**config.mk**
```make
export PLATFORM = sky130hd
export DESIGN_NAME = seq_scan_ctrl
export DESIGN_NICKNAME = d
export VERILOG_FILES = /design/src/rtl/seq_scan_ctrl.sv
export SDC_FILE = /design/constraint.sdc
export NUM_CORES = 1
export LEC_CHECK = 0
export ABC_CLOCK_PERIOD_IN_PS = 3100
export CAP_MARGIN = 20
export CORE_MARGIN = 10
export CORE_UTILIZATION = 57
export CTS_BUF_LIST = sky130_fd_sc_hd__clkbuf_4
export CTS_CLUSTER_SIZE = 40
export DETAILED_ROUTE_END_ITERATION = 12
export DONT_BUFFER_PORTS = 1
export PLACE_DENSITY = 0.72
export RECOVER_POWER = 25
export SYNTH_ARGS = -nofsm -noshare
export SYNTH_HDL_FRONTEND = slang
export SYNTH_SLANG_ARGS = --single-unit
export TNS_END_PERCENT = 5
```
**constraint.sdc**
```tcl
create_clock -name clk -period 3.1 [get_ports clk]
set_clock_uncertainty 0.05 [all_clocks]
set_input_delay 0.93 -clock clk [delete_from_list [all_inputs] [get_ports clk]]
set_output_delay 0.93 -clock clk [all_outputs]
set_load 0.005 [all_outputs]
```
**src/rtl/seq_scan_ctrl.sv**
```systemverilog
// seq_scan_ctrl: round-robin shared "1001" serial detector for two word requesters.
module seq_scan_ctrl #(
    parameter int WORD_W = 8,
    parameter int CNT_W  = 4
) (
    input  logic              clk,
    input  logic              reset,
    input  logic [1:0]        req_valid,
    input  logic [WORD_W-1:0] req_data0,
    input  logic [WORD_W-1:0] req_data1,
    output logic [1:0]        req_ready,
    output logic              resp_valid,
    input  logic              resp_ready,
    output logic              resp_id,
    output logic [CNT_W-1:0]  resp_count,
    output logic              resp_hit,
    output logic              busy,
    output logic              det_bit,
    output logic              det_match
);
    localparam int BW = (WORD_W > 1) ? $clog2(WORD_W) : 1;
    typedef enum logic [1:0] {IDLE, SHIFT, DONE} st_t;
    typedef enum logic [1:0] {D0, D1, D2, D3} det_t;
    st_t               st_q;
    det_t              det_q, det_d;
    logic [WORD_W-1:0] sh_q;
    logic [BW-1:0]     bit_q;
    logic [CNT_W-1:0]  cnt_q;
    logic              id_q, rr_q;
    logic [1:0]        gnt;
    logic              acc_id;
    // Contention goes to whichever requester was not served last.
    assign gnt        = (&req_valid) ? (rr_q ? 2'b01 : 2'b10) : req_valid;
    assign req_ready  = (st_q == IDLE) ? gnt : 2'b00;
    assign acc_id     = req_ready[1];
    assign busy       = (st_q != IDLE);
    assign det_bit    = (st_q == SHIFT) & sh_q[WORD_W-1];
    assign det_match  = (st_q == SHIFT) & (det_q == D3) & det_bit;
    assign resp_valid = (st_q == DONE);
    assign resp_id    = resp_valid & id_q;
    assign resp_count = resp_valid ? cnt_q : '0;
    assign resp_hit   = |resp_count;
    always_comb det_d = det_bit ? D1 : (det_q == D1) ? D2 : (det_q == D2) ? D3 : D0;
    always_ff @(posedge clk or posedge reset) begin
        if (reset) begin
            st_q  <= IDLE;
            det_q <= D0;
            sh_q  <= '0;
            bit_q <= '0;
            cnt_q <= '0;
            id_q  <= 1'b0;
            rr_q  <= 1'b1;
        end else begin
            case (st_q)
                IDLE: if (|req_ready) begin
                    sh_q  <= acc_id ? req_data1 : req_data0;
                    id_q  <= acc_id;
                    rr_q  <= acc_id;
                    cnt_q <= '0;
                    det_q <= D0;
                    bit_q <= '0;
                    st_q  <= SHIFT;
                end
                SHIFT: begin
                    sh_q  <= sh_q << 1;
                    det_q <= det_d;
                    bit_q <= bit_q + 1'b1;
                    if (det_match && cnt_q != '1) cnt_q <= cnt_q + 1'b1;
                    if (bit_q == BW'(WORD_W - 1)) st_q <= DONE;
                end
                DONE: if (resp_ready) st_q <= IDLE;
                default: st_q <= IDLE;
            endcase
        end
    end
endmodule

```
### Word level (Yosys, flattened, before mapping)

Index checks and enable logic that the tools add are counted.

* register bits after elaboration: 21
* output and inout port bits: 12

* add/sub/neg operators: 2
* eq/ne operators: 11
* mux-type cells: 21
* bitwise gates (word level): 4
* reductions and logical operators: 11

Operators with widths (count)
* 2-bit two-way mux: 10
* 8-bit two-way mux: 2
* 8-bit one-hot mux with 2 select lines: 1
* 4-bit two-way mux: 3
* 2-bit by 1-bit inequality test with 1-bit output (second input constant): 4
* 4-bit one-hot mux with 2 select lines: 1
* 2-bit equality test (second input constant): 3
* 2-bit one-hot mux with 3 select lines: 1
* 3-bit one-hot mux with 2 select lines: 1
* 2-bit AND reduction: 3
* 3-bit AND reduction: 2
* 4-bit by 1-bit adder with 4-bit output (second input constant): 1
* 1-bit AND: 4
* 2-bit by 1-bit equality test with 1-bit output (second input constant): 2
* 4-bit inequality test (second input constant): 1
* 2-bit one-hot mux with 2 select lines: 1
* 2-bit nonzero test: 2
* 4-bit OR reduction: 1
* 3-bit by 1-bit adder with 3-bit output (second input constant): 1
* 3-bit equality test (second input constant): 1
* 3-bit two-way mux: 1
* 2-bit zero test: 1
* 2-bit OR reduction: 1
* 1-bit logical AND: 1

### Longest topological paths before layout

* word-level depth: 6
* depth in mapped cells: 5
* gate-level depth less buffers: 5

### Worst setup path after synthesis

Ideal clock, no wire load.

* path type: input port to output port
* start: input port req_valid[1]
* end: output port req_ready[1]
* data arrival time: 1.379 ns
* required time: 2.120 ns
* path slack: 0.741 ns
* cell stages on the path: 3
* buffers on the path: 0
* cell sequence: a21boi_2 nand2_2 inv_1

* word-level cells in the longest chain between the ends: 3

Ends and longest elaborated chain
* start, declared: line 8 `input logic [1:0] req_valid,`
* 2-bit AND reduction: line 33 `assign gnt = (&req_valid) ? (rr_q ? 2'b01 : 2'b10) : req_valid;`
* 2-bit two-way mux *: line 33
* 2-bit two-way mux *: line 34 `assign req_ready = (st_q == IDLE) ? gnt : 2'b00;`
* end, declared: line 11 `output logic [1:0] req_ready,`

Mark *: on every way between the ends. The rest lies on a longest branch, timed or not.

### Final worst setup path

* start: register st_q[0]
* end: output port resp_hit

* word-level cells in the longest chain between the ends: 3

Ends and longest elaborated chain
* start, declared: line 24 `st_t st_q;`
* start signal, assigned: line 46 `st_q <= IDLE;`
* start signal, assigned: line 62 `st_q <= SHIFT;`
* start signal, assigned: line 69 `if (bit_q == BW'(WORD_W - 1)) st_q <= DONE;`
* 2-bit equality test: line 39 `assign resp_valid = (st_q == DONE);`
* via resp_valid: line 12 `output logic resp_valid,`
* 4-bit two-way mux: line 41 `assign resp_count = resp_valid ? cnt_q : '0;`
* 4-bit OR reduction: line 42 `assign resp_hit = |resp_count;`
* end, declared: line 16 `output logic resp_hit,`

The timed path passes the listed nets, and every way through them passes these cells.

==> results by group <==
Synth
  – Ys Warns: 0
  – Syn Inst Count: ~120
  – Synthesized flop and latch total: 21
  – Sequential fraction of the synthesis area: 0.442
  – Syn Nets: roughly 150
  – Avg Cell Area, Syn: 9.69 um2
  – Mapped Area: around 1200 um2
  – Post-synth cell types: 34

Clock network
  – CTS root buf: clkbuf_4
  – Clock Path Buffers: 2
  – Post-CTS Setup Inserts: 0
  – Clock latency on the worst-skew pair: roughly 0.30 ns
  – CTS tree: built
  – Htree depth: 1
  – CTS buffer count: 3
  – Clock sink total: 21
  – Post-CTS Hold Buffers: 0
  – Worst-path clk slew: ~0.12 ns
  – PostCTS Resize Cnt: 0

Status
  – Status: complete, no violations

Routing
  – Iteration-0 DRC Markers: 32
  – Routed WL: about 2.5 mm
  – Drt drc: 0
  – 1st-pass router iterations: 4
  – Vias/cell: between 5 and 6
  – DRT antenna net count: 0
  – Drt wl/cell: around 17 um
  – Total number of vias: 890

Timing
  – Final hold viol count: 0
  – Relative slew slack: 0.459
  – Min Tclk post-route: 2.74 ns
  – Fmax: ~360 MHz
  – Worst-Margin Slew: around 0.81 ns
  – Setup TNS: 0 ns
  – Period utilization: 0.885
  – Final setup violation count: 0
  – RSZ-0062 raised after global routing: false
  – Max-slew violations: 0

Die
  – Die area: between 4000 and 5000 um2
  – Core ar.: approximately 2000 um2
  – Die span in y: between 60 and 70 um
  – Die width: 65.7 um
  – Starting Density: 0.602
  – I/O pin cnt: 33
  – Row cnt: 16

Placed design
  – PortBufs: 0
  – GPL Wtd Cong: 0.758
  – Post-placement cell area: roughly 1200 um2
  – Detailed Place HPWL: ~1.9 mm

GRT
  – Largest net degree at the start of global routing: 22
  – Initial antenna violation count: 0
  – GRT Overall Usage: 0.119
  – Gr ovfl total: 0
  – Vias in the first global route: just over 900
  – First-pass GRT wire length: ~4.2 mm

Worst setup path
  – Arrival @ worst endpoint: roughly 1.8 ns
  – Setup crit end kind: primary output
  – Worst-path fanout max: 13
  – Setup Crit Path Kind: flop to primary output
  – Critical path required time: between 2 and 2.5 ns
  – Startpoint types: flop

Final layout
  – Fillers: ~170
  – Fin nets: 150
  – Most common cell after layout, fill and taps aside: dfrtp_1
  – Ant diodes: 0
  – Final instance area: ~1200 um2
  – P&R area growth vs syn: 3.57%
  – Multi-input gate area in the final layout: ~600 um2
  – Share of cells above drive strength 1: 0.122
  – Reg area: between 500 and 600 um2
  – Most frequent cells in the layout: 20 x dfrtp_1, 19 x nand2_1, 9 x mux2i_1, 9 x o22ai_1

Pwr
  – VDD IR max: 0.000451 V
  – PD cells: between 900 and 1000 nW/um2
  – Tot Pwr: about 1.1 mW
  – Leakage: around 0.63 nW

Min path
  – Min-Delay Path Class: flop to flop

Job
  – Max-cap violation count: 0
==> metal layers <==
metal	up-vias	track usage	part of all wire
met5	-	0	0
li1	436	-	-
met3	2	0.0322	0.055
met4	0	0.0321	0.0044
met2	36	0.197	0.49
met1	416	0.149	0.45
==> synth_stat cells <==
master	instances	area share
xnor2_1	1	0.0073
inv_1	8	0.025
buf_2	1	0.0042
buf_4	2	0.013
a21oi_1	1	0.0042
and2_1	6	0.031
nand2b_1	1	0.0052
a31oi_1	7	0.037
nor3_2	1	0.0084
nor3_1	1	0.0042
ha_1	5	0.052
o21ai_2	1	0.0073
clkbuf_2	1	0.0042
o32ai_1	1	0.0073
o22ai_1	9	0.047
o21ai_0	8	0.034
and3_1	1	0.0052
mux2i_1	9	0.076
nor2_4	1	0.0094
o41a_1	1	0.0094
nand2_2	1	0.0052
a21boi_2	1	0.0094
clkbuf_1	1	0.0031
mux2_2	1	0.0094
dfrtp_1	20	0.42
nor2_2	2	0.010
nor2_1	3	0.0094
nor2b_1	2	0.010
nand3_1	2	0.0084
nand2_1	19	0.060
dfstp_2	1	0.022
nand4b_4	1	0.020
o31ai_1	1	0.0063
a22o_1	2	0.015
==> logic make-up (layout without fill, tap and decap cells) <==
| logic type | after synthesis | in the layout | share of synthesized area |
|---|---|---|---|
| and+or+nand+nor | 41 | 41 | 0.188 |
| AOI/OAI and AO/OA | 32 | 32 | 0.176 |
| DFF | 21 | 21 | 0.442 |
| buffers and inverters | 13 | 13 | 0.0493 |
| muxes | 10 | 10 | 0.0850 |
| adders and majority gates | 5 | 5 | 0.0525 |
| xor gates and xnor gates | 1 | 1 | 0.00735 |
==> report_power, final <==
part	switching [mW]	internal [mW]	leakage, nW
Combinational	0.263	0.207	0.347
Clock	0.0838	0.0589	0.0184
Sequential	0.119	0.397	0.263
Total	0.466	0.663	0.628
==> final cells by class <==
cell class                 instances  area share
multi-input combinational         89       0.491
tap                               27      0.0274
timing repair buffer               1     0.00608
inverter                           8      0.0243
clock buffer                       4      0.0243
sequential                        21       0.427
==> final timing paths <==
check,start,slack (ns),cells after the start,end
max,st_q[0],0.36,2,resp_hit
min,rr_q,0.45,2,rr_q
max reg2reg,st_q[0],1.39,4,cnt_q[0]
min reg2reg,rr_q,0.45,2,rr_q
max in group asynchronous,reset,1.89,1,st_q[1]
min in group asynchronous,reset,0.61,1,id_q
==> sequential cells by signal (all words and copies together) (netlist names) <==
register	cells
sh_q	8
cnt_q	4
bit_q	3
det_q	2
st_q	2
id_q	1
rr_q	1
==> metrics by stage <==
step	utilization	worst slack, ns	hold slack [ns]	instances
final	0.623	0.355	0.451	150
after global placement	0.608	0.685	0.418	146
after detailed placement	0.608	0.654	0.423	146
after floorplan	-	0.741	0.389	123
after global routing	0.623	0.222	0.462	150
after CTS	0.623	0.341	0.442	150
==> worst max-delay path, cell delays in order, from the launching register on <==
cell     delay [ns]
dfrtp_1        0.56
nor2b_1        0.62
o41a_1         0.29
No activity file was read; power rests on OpenSTA's default activity.
